$ cat src/rtl/sysid_verifier_pkg.sv
// Shared types and constants for the boot-time system-ID verifier.
// Contents: FSM state enum, slave word offsets, default expected values,
//           and small state-classification helpers used by the top FSM.
package sysid_verifier_pkg;

    typedef enum logic [2:0] {
        ST_IDLE    = 3'd0,
        ST_ID_REQ  = 3'd1,
        ST_ID_WAIT = 3'd2,
        ST_TS_REQ  = 3'd3,
        ST_TS_WAIT = 3'd4,
        ST_CHECK   = 3'd5,
        ST_DONE    = 3'd6
    } state_t;

    // Word offsets inside the two-word system-ID slave.
    localparam logic SYSID_ID_OFFSET = 1'b0;
    localparam logic SYSID_TS_OFFSET = 1'b1;

    localparam logic [31:0] DEFAULT_EXPECTED_ID        = 32'd0;
    localparam logic [31:0] DEFAULT_EXPECTED_TIMESTAMP = 32'd1490658802;
    localparam int          DEFAULT_TIMEOUT_CYCLES     = 255;

    // Request phase: read strobe is on the bus.
    function automatic logic is_req(input state_t s);
        return (s == ST_ID_REQ) || (s == ST_TS_REQ);
    endfunction

    // Response phase: read accepted, waiting for readdatavalid.
    function automatic logic is_wait(input state_t s);
        return (s == ST_ID_WAIT) || (s == ST_TS_WAIT);
    endfunction

    // Timestamp phase selects the second slave word.
    function automatic logic is_ts_phase(input state_t s);
        return (s == ST_TS_REQ) || (s == ST_TS_WAIT);
    endfunction

endpackage

$ cat src/rtl/sysid_verifier_if.sv
// Avalon-MM read-only bus between the verifier (master) and the system-ID slave.
// Signals: word address, read strobe, waitrequest stall, 32-bit read data and
//          its readdatavalid strobe. No write path: the slave is read-only.
interface sysid_verifier_if;

    logic        avm_address;
    logic        avm_read;
    logic        avm_waitrequest;
    logic [31:0] avm_readdata;
    logic        avm_readdatavalid;

    modport master (
        output avm_address,
        output avm_read,
        input  avm_waitrequest,
        input  avm_readdata,
        input  avm_readdatavalid
    );

    modport slave (
        input  avm_address,
        input  avm_read,
        output avm_waitrequest,
        output avm_readdata,
        output avm_readdatavalid
    );

endinterface

$ cat src/rtl/sysid_verifier_avm_single_read.sv
// Single Avalon-MM read engine with waitrequest hold and per-read timeout counter.
// Ports: clock/reset; clear_i/req_i/wait_i/address_i phase controls from the owning FSM;
//        avm master bus; accepted_o/ok_o/timed_out_o status strobes and data_o read data.
module avm_single_read #(
    parameter int TIMEOUT_CYCLES = 255
) (
    input  logic             clock,
    input  logic             reset,
    input  logic             clear_i,
    input  logic             req_i,
    input  logic             wait_i,
    input  logic             address_i,
    sysid_verifier_if.master avm,
    output logic             accepted_o,
    output logic             ok_o,
    output logic             timed_out_o,
    output logic [31:0]      data_o
);

    localparam int             CW        = $clog2(TIMEOUT_CYCLES + 1);
    localparam logic [CW-1:0]  CNT_LIMIT = CW'(TIMEOUT_CYCLES);

    logic [CW-1:0] cnt_q;
    logic [CW-1:0] cnt_d;
    logic          limit_hit;

    assign limit_hit = (cnt_q == CNT_LIMIT);

    // Counter restarts at each new request and holds at the limit so it never wraps.
    always_comb begin
        cnt_d = cnt_q;
        if (clear_i) begin
            cnt_d = '0;
        end else if ((req_i || wait_i) && !limit_hit) begin
            cnt_d = cnt_q + CW'(1);
        end
    end

    always_ff @(posedge clock) begin
        if (reset) begin
            cnt_q <= '0;
        end else begin
            cnt_q <= cnt_d;
        end
    end

    // Strobe and address come straight from the registered FSM phase, so they
    // stay stable for as long as the slave holds waitrequest.
    assign avm.avm_read    = req_i;
    assign avm.avm_address = address_i;

    // A response landing in the very cycle the limit is reached still counts.
    assign ok_o        = wait_i && avm.avm_readdatavalid;
    assign accepted_o  = req_i && !avm.avm_waitrequest && !limit_hit;
    assign timed_out_o = (req_i || wait_i) && limit_hit && !ok_o;
    assign data_o      = avm.avm_readdata;

endmodule

$ cat src/rtl/sysid_verifier.sv
// Boot-time sequencer: reads system ID and build timestamp, compares with expected values.
// Ports: clock/reset/start control; avm master bus to the system-ID slave;
//        busy/done status, pass verdict, sticky mismatch/timeout flags and captured words.
module sysid_verifier
    import sysid_verifier_pkg::*;
#(
    parameter logic [31:0] EXPECTED_ID        = DEFAULT_EXPECTED_ID,
    parameter logic [31:0] EXPECTED_TIMESTAMP = DEFAULT_EXPECTED_TIMESTAMP,
    parameter int          TIMEOUT_CYCLES     = DEFAULT_TIMEOUT_CYCLES  // must be >= 2
) (
    input  logic             clock,
    input  logic             reset,
    input  logic             start,
    sysid_verifier_if.master avm,
    output logic             busy,
    output logic             done,
    output logic             pass,
    output logic             id_mismatch,
    output logic             ts_mismatch,
    output logic             timeout,
    output logic [31:0]      captured_id,
    output logic [31:0]      captured_ts
);

    state_t      state_q;
    state_t      state_d;

    logic        pass_q;
    logic        id_mm_q;
    logic        ts_mm_q;
    logic        timeout_q;
    logic [31:0] cap_id_q;
    logic [31:0] cap_ts_q;

    logic        rd_clear;
    logic        rd_req;
    logic        rd_wait;
    logic        rd_addr;
    logic        rd_accepted;
    logic        rd_ok;
    logic        rd_timed_out;
    logic [31:0] rd_data;

    assign rd_req  = is_req(state_q);
    assign rd_wait = is_wait(state_q);
    assign rd_addr = is_ts_phase(state_q) ? SYSID_TS_OFFSET : SYSID_ID_OFFSET;

    // Fresh timeout budget whenever a request phase is entered.
    assign rd_clear = ((state_d == ST_ID_REQ) && (state_q != ST_ID_REQ)) ||
                      ((state_d == ST_TS_REQ) && (state_q != ST_TS_REQ));

    avm_single_read #(
        .TIMEOUT_CYCLES (TIMEOUT_CYCLES)
    ) u_read (
        .clock       (clock),
        .reset       (reset),
        .clear_i     (rd_clear),
        .req_i       (rd_req),
        .wait_i      (rd_wait),
        .address_i   (rd_addr),
        .avm         (avm),
        .accepted_o  (rd_accepted),
        .ok_o        (rd_ok),
        .timed_out_o (rd_timed_out),
        .data_o      (rd_data)
    );

    always_comb begin
        state_d = state_q;
        unique case (state_q)
            ST_IDLE:    if (start) state_d = ST_ID_REQ;
            ST_ID_REQ: begin
                if (rd_timed_out)     state_d = ST_DONE;
                else if (rd_accepted) state_d = ST_ID_WAIT;
            end
            ST_ID_WAIT: begin
                if (rd_ok)             state_d = ST_TS_REQ;
                else if (rd_timed_out) state_d = ST_DONE;
            end
            ST_TS_REQ: begin
                if (rd_timed_out)     state_d = ST_DONE;
                else if (rd_accepted) state_d = ST_TS_WAIT;
            end
            ST_TS_WAIT: begin
                if (rd_ok)             state_d = ST_CHECK;
                else if (rd_timed_out) state_d = ST_DONE;
            end
            ST_CHECK:   state_d = ST_DONE;
            ST_DONE:    state_d = ST_IDLE;
            default:    state_d = ST_IDLE;
        endcase
    end

    always_ff @(posedge clock) begin
        if (reset) begin
            state_q   <= ST_IDLE;
            pass_q    <= 1'b0;
            id_mm_q   <= 1'b0;
            ts_mm_q   <= 1'b0;
            timeout_q <= 1'b0;
            cap_id_q  <= '0;
            cap_ts_q  <= '0;
        end else begin
            state_q <= state_d;

            if ((state_q == ST_IDLE) && start) begin
                pass_q    <= 1'b0;
                id_mm_q   <= 1'b0;
                ts_mm_q   <= 1'b0;
                timeout_q <= 1'b0;
            end

            // Only responses inside the matching wait phase are captured;
            // late or spurious readdatavalid pulses fall through untouched.
            if ((state_q == ST_ID_WAIT) && rd_ok) cap_id_q <= rd_data;
            if ((state_q == ST_TS_WAIT) && rd_ok) cap_ts_q <= rd_data;

            if (rd_timed_out) timeout_q <= 1'b1;

            // Verdict is registered here so it is already valid in the DONE cycle.
            // A timeout bypasses this state, leaving both mismatch flags and pass at 0.
            if (state_q == ST_CHECK) begin
                id_mm_q <= (cap_id_q != EXPECTED_ID);
                ts_mm_q <= (cap_ts_q != EXPECTED_TIMESTAMP);
                pass_q  <= (cap_id_q == EXPECTED_ID) &&
                           (cap_ts_q == EXPECTED_TIMESTAMP) && !timeout_q;
            end
        end
    end

    // All outputs decode registered state only.
    assign busy        = (state_q != ST_IDLE);
    assign done        = (state_q == ST_DONE);
    assign pass        = pass_q;
    assign id_mismatch = id_mm_q;
    assign ts_mismatch = ts_mm_q;
    assign timeout     = timeout_q;
    assign captured_id = cap_id_q;
    assign captured_ts = cap_ts_q;

endmodule

$ cat src/flat_wrapper.sv
// flat-port wrapper written by rule: the top's interface ports become plain ports
module sysid_verifier_flat import sysid_verifier_pkg::*;
#(
    parameter logic [31:0] EXPECTED_ID        = DEFAULT_EXPECTED_ID,
    parameter logic [31:0] EXPECTED_TIMESTAMP = DEFAULT_EXPECTED_TIMESTAMP,
    parameter int          TIMEOUT_CYCLES     = DEFAULT_TIMEOUT_CYCLES                 
)
  (clock, reset, start, busy, done, pass, id_mismatch, ts_mismatch, timeout, captured_id, captured_ts, avm_avm_address, avm_avm_read, avm_avm_waitrequest, avm_avm_readdata, avm_avm_readdatavalid);
  sysid_verifier_if avm_i ();
  input  logic clock;
  input  logic reset;
  input  logic start;
  output logic busy;
  output logic done;
  output logic pass;
  output logic id_mismatch;
  output logic ts_mismatch;
  output logic timeout;
  output logic [31:0] captured_id;
  output logic [31:0] captured_ts;
  output wire logic [$bits(avm_i.avm_address)-1:0] avm_avm_address;
  output wire logic [$bits(avm_i.avm_read)-1:0] avm_avm_read;
  input wire logic [$bits(avm_i.avm_waitrequest)-1:0] avm_avm_waitrequest;
  input wire logic [$bits(avm_i.avm_readdata)-1:0] avm_avm_readdata;
  input wire logic [$bits(avm_i.avm_readdatavalid)-1:0] avm_avm_readdatavalid;
  assign avm_avm_address = avm_i.avm_address;
  assign avm_avm_read = avm_i.avm_read;
  assign avm_i.avm_waitrequest = avm_avm_waitrequest;
  assign avm_i.avm_readdata = avm_avm_readdata;
  assign avm_i.avm_readdatavalid = avm_avm_readdatavalid;
  sysid_verifier #(.EXPECTED_ID(EXPECTED_ID), .EXPECTED_TIMESTAMP(EXPECTED_TIMESTAMP), .TIMEOUT_CYCLES(TIMEOUT_CYCLES)) u_core (.clock(clock), .reset(reset), .start(start), .avm(avm_i), .busy(busy), .done(done), .pass(pass), .id_mismatch(id_mismatch), .ts_mismatch(ts_mismatch), .timeout(timeout), .captured_id(captured_id), .captured_ts(captured_ts));
endmodule
$ cat config.mk
export PLATFORM = sky130hd
export DESIGN_NAME = sysid_verifier_flat
export DESIGN_NICKNAME = d
export VERILOG_FILES = /design/src/rtl/sysid_verifier_pkg.sv /design/src/rtl/sysid_verifier_if.sv /design/src/rtl/sysid_verifier_avm_single_read.sv /design/src/rtl/sysid_verifier.sv /design/src/flat_wrapper.sv
export SDC_FILE = /design/constraint.sdc
export NUM_CORES = 1
export LEC_CHECK = 0
export ABC_AREA = 1
export CORE_MARGIN = 2
export CORE_UTILIZATION = 41
export DETAILED_ROUTE_END_ITERATION = 6
export HOLD_SLACK_MARGIN = 0.06
export PLACE_DENSITY = 0.78
export SYNTH_ARGS = -nofsm -noshare
export SYNTH_HDL_FRONTEND = slang
export SYNTH_SLANG_ARGS = --single-unit
$ cat constraint.sdc
create_clock -name clock -period 1.6 [get_ports clock]
set_clock_uncertainty 0.2 [all_clocks]
set_input_delay 0.32 -clock clock [delete_from_list [all_inputs] [get_ports clock]]
set_output_delay 0.32 -clock clock [all_outputs]
set_load 0.01 [all_outputs]
==> impl_results.md, run 1 <==
- Routed vias: 3693
- FF+latch count, synth: 79
- Fin nets: 638
- Distinct cell type count after synthesis: 28
- Uppermost layer routed: met4
- Final setup fails: 10
- Vias in the first global route: 3310
- Compound-Gate Fraction of Synth Area: 16.0%
- Die span in y: 94.2 um
- Synth async-reset ratio: 0%
- Post-route setup slack: -71.8 ps
- Status: complete, but fails checks
- Design area: 5260 sq um
- Post-Synth Adder-Cell Area: 0.375%
- Main combinational cell family by area after synthesis: simple AND/OR/NAND/NOR gates
- WP buf/inv: 3
- Diodes inserted: 0
- Violated checks: negative setup slack
- Routed met3 length: 747 um
- Leak Pwr: 2.34 nW
- Io pins: 109
- Post-route ant nets: 0
- Largest stage delay, worst path: 370 ps
- CP arrival: 1150 ps
- CP Cell Sequence: buf_6 > inv_4 > nand2_2 > nor2_1 > buf_2
- Worst Path Max Fanout: 3
- Final slew viol count: 0
- Total track usage: 22.1%
- Initial antenna violation count: 0
- Fin. Hold Viols: 0
- Clock Latency Late Sink: 350 ps
- DP Wirelength: 6980 um
- H-tree depth: 3
- Crit-path slowest cell: dfxtp_4
- GR Overflow Total: 0
- Drt pass-1 iters: 5
- Core area: 7810 sq um
- TritonCTS clock tree: done
- DIE AREA: 8870 sq um
- Unrepaired setup endpoints after global routing: yes
- CTS Sinks: 79
- Mapped Area: 3340 sq um
- Syn nets: 499
- Cell family with most CP delay: flip-flops
- Max-cap violations: 0
- Hold_ws: 269 ps
- EDFF count, synth: 0
- Synth Area in Simple Gates: 26.8%
- Final total power: 3.87 mW
- Yosys synthesis warning count: 0
- Drt drc: 0
- Post-DR wirelength/cell: 15.3 um
- Pwr Density: 734 nW/um^2
- Worst Path Class, Setup: flip-flop to output port
- Layout cells sized above 1: 22.4%
- I/O Buffers: 108
- Max_slew headroom: 70.9%
- Synth Area in XOR/XNOR: 0.788%
- Largest net degree at the start of global routing: 34
- Synth Flop Type: dfxtp_1
- Crit path time final: 1670 ps
- Length of routed met2 wiring: 5560 um
- Via density: 5.23
- Register area share after synthesis: 47.4%
- CTS Buffer Depth: 2
- Area grow syn2layout: 57.8%
- Initial Util: 42.7%
- Die X: 94.2 um
- Fmax: 598 MHz
- Final WL: 10800 um
- Avg Inst Size Synth: 7.24 sq um
- Global-route wire length before repair: 15400 um
- Worst Tran Pin Value: 435 ps
- Met1 WL: 4320 um
- Crit. End Element: output port
- CTS buffer count: 9
- Crit path launch type: flip-flop
- Hold Path Class: flip-flop to flip-flop
- Placed Area: 4680 sq um
- Worst EP required: 1080 ps
- Clk root buf: clkbuf_8
- Clock slew at reported path FFs: 70 ps
- Number of core rows: 32
- Placer Congestion: 0.831
- DRT iter0 DRCs: 200
- Peak supply drop: 0.450 mV
- Mux contribution to synthesized area: 0%
- Fin crit share: 104%
- Syn Inst Count: 461
[power breakdown]
| part | switching, mW | leakage [nW] | internal (mW) |
|---|---|---|---|
| sequential | 0.0102 | 0.639 | 1.97 |
| clock | 0.699 | 0.0985 | 0.796 |
| combinational | 0.200 | 1.60 | 0.188 |
| total | 0.910 | 2.34 | 2.96 |
[Yosys cell counts (3+ instances only)]
cell type | count | area share (%)
o21ai_1 | 5 | 0.75
a21oi_1 | 52 | 7.8
nand3_2 | 3 | 0.90
o21ai_0 | 47 | 7.1
inv_2 | 4 | 0.45
nor3_1 | 4 | 0.60
dfxtp_1 | 79 | 47
nor2_1 | 83 | 9.3
buf_2 | 5 | 0.75
nand2_1 | 80 | 9.0
nand4_1 | 4 | 0.75
nand2_2 | 4 | 0.75
inv_1 | 36 | 4.1
buf_6 | 4 | 1.4
clkbuf_1 | 8 | 0.90
nand3_1 | 24 | 3.6
[metal layers]
layer  vias to the layer above  track usage (%)
met2                       155             38.7
met4                         0             6.76
met1                      1745             27.2
met5                         -                0
li1                       1777                -
met3                        16             4.33
[final timing paths]
kind | depth (start not counted) | end | start | slack (ps)
hold reg to reg | 2 | u_core.captured_ts[0] | u_core.captured_ts[0] | 270
hold / removal | 2 | u_core.captured_ts[0] | u_core.captured_ts[0] | 270
setup / recovery | 5 | done | u_core.state_q[0] | -70
setup reg to reg | 9 | u_core.u_read.cnt_q[4] | u_core.state_q[2] | -20
[logic make-up (layout without fill, tap and decap cells)]
| family | count (synthesis) | count (layout) |
|---|---|---|
| buf+inv | 63 | 206 |
| flops | 79 | 79 |
| fa+ha+maj | 1 | 1 |
| simple gates | 209 | 209 |
| xor+xnor | 3 | 3 |
| compound gates | 106 | 106 |
[layout by cell type, fill, tap and decap left out, types with 2 or more instances in the layout]
| master | n |
|---|---|
| nor2_1 | 82 |
| nand2_1 | 74 |
| dfxtp_1 | 74 |
| dlygate4sd2_1 | 68 |
| a21oi_1 | 42 |
| clkdlybuf4s50_1 | 35 |
| inv_1 | 33 |
| o21ai_2 | 28 |
| buf_4 | 24 |
| nand3_1 | 22 |
| o21ai_1 | 20 |
| buf_6 | 13 |
| clkbuf_8 | 11 |
| a21oi_2 | 10 |
| nand2_4 | 6 |
| inv_4 | 5 |
| nand2_2 | 5 |
| nand3_4 | 4 |
| o21ai_0 | 4 |
| nand4_1 | 4 |
| inv_2 | 3 |
| clkbuf_16 | 3 |
| buf_12 | 3 |
| dfxtp_2 | 3 |
| nor2_4 | 2 |
| a31oi_1 | 2 |
| nor3_1 | 2 |
| xor2_1 | 2 |
| nor3_2 | 2 |
| nor3b_2 | 2 |
| buf_2 | 2 |
| dfxtp_4 | 2 |
[final cells by class]
cell class              instances  area, sq um
clock buffers                  12          155
clock inverters                 3         42.5
fillers                       644         2540
inverters                      42          178
multi-input cells             319         1740
flip-flops and latches         79         1590
well taps                     102          128
repair buffers                149         1430
[through the flow]
stage	setup TNS (ps)	cells	utilization, %	worst slack (ps)
finish	-200	706	67.4	-71.8
global route	-2490	706	67.4	-114
CTS	-241	703	63.3	-77.0
detailed placement	-13750	682	60.0	-307
global placement	-11390	682	60.0	-224
floorplan	0	461	-	73.9
[worst reg2reg max path, cell delays in order, from the launching register on]
cell and delay (ps):
dfxtp_2 350, inv_2 50, buf_6 130, buf_6 110, nand3_4 90, inv_4 60, nand2_8 110, buf_12 140
nand3_4 130, nor3b_2 180
[registers in the layout, indices dropped and copies added, names as in the netlist]
name	flops
u_core.captured_id	32
u_core.captured_ts	32
u_core.id_mismatch	1
u_core.pass	1
u_core.state_q	3
u_core.timeout	1
u_core.ts_mismatch	1
u_core.u_read.cnt_q	8
[timing repair]
| action | CTS | global route |
|---|---|---|
| gates resized for setup | 115 | 113 |
| gates cloned | 1 | 3 |
| pin swaps | 5 | 7 |
| hold buffers | 0 | 0 |
| endpoints found under the setup margin | 108 | 67 |
| setup buffers | 5 | 2 |
(Power assumes the default switching activity.)
==> run 2: changes to the inputs <==
ABC_CLOCK_PERIOD_IN_PS = 1600   (was unset)
==> results of run 2 <==
The final DEF is identical to that of run 1; final timing and power are the same.
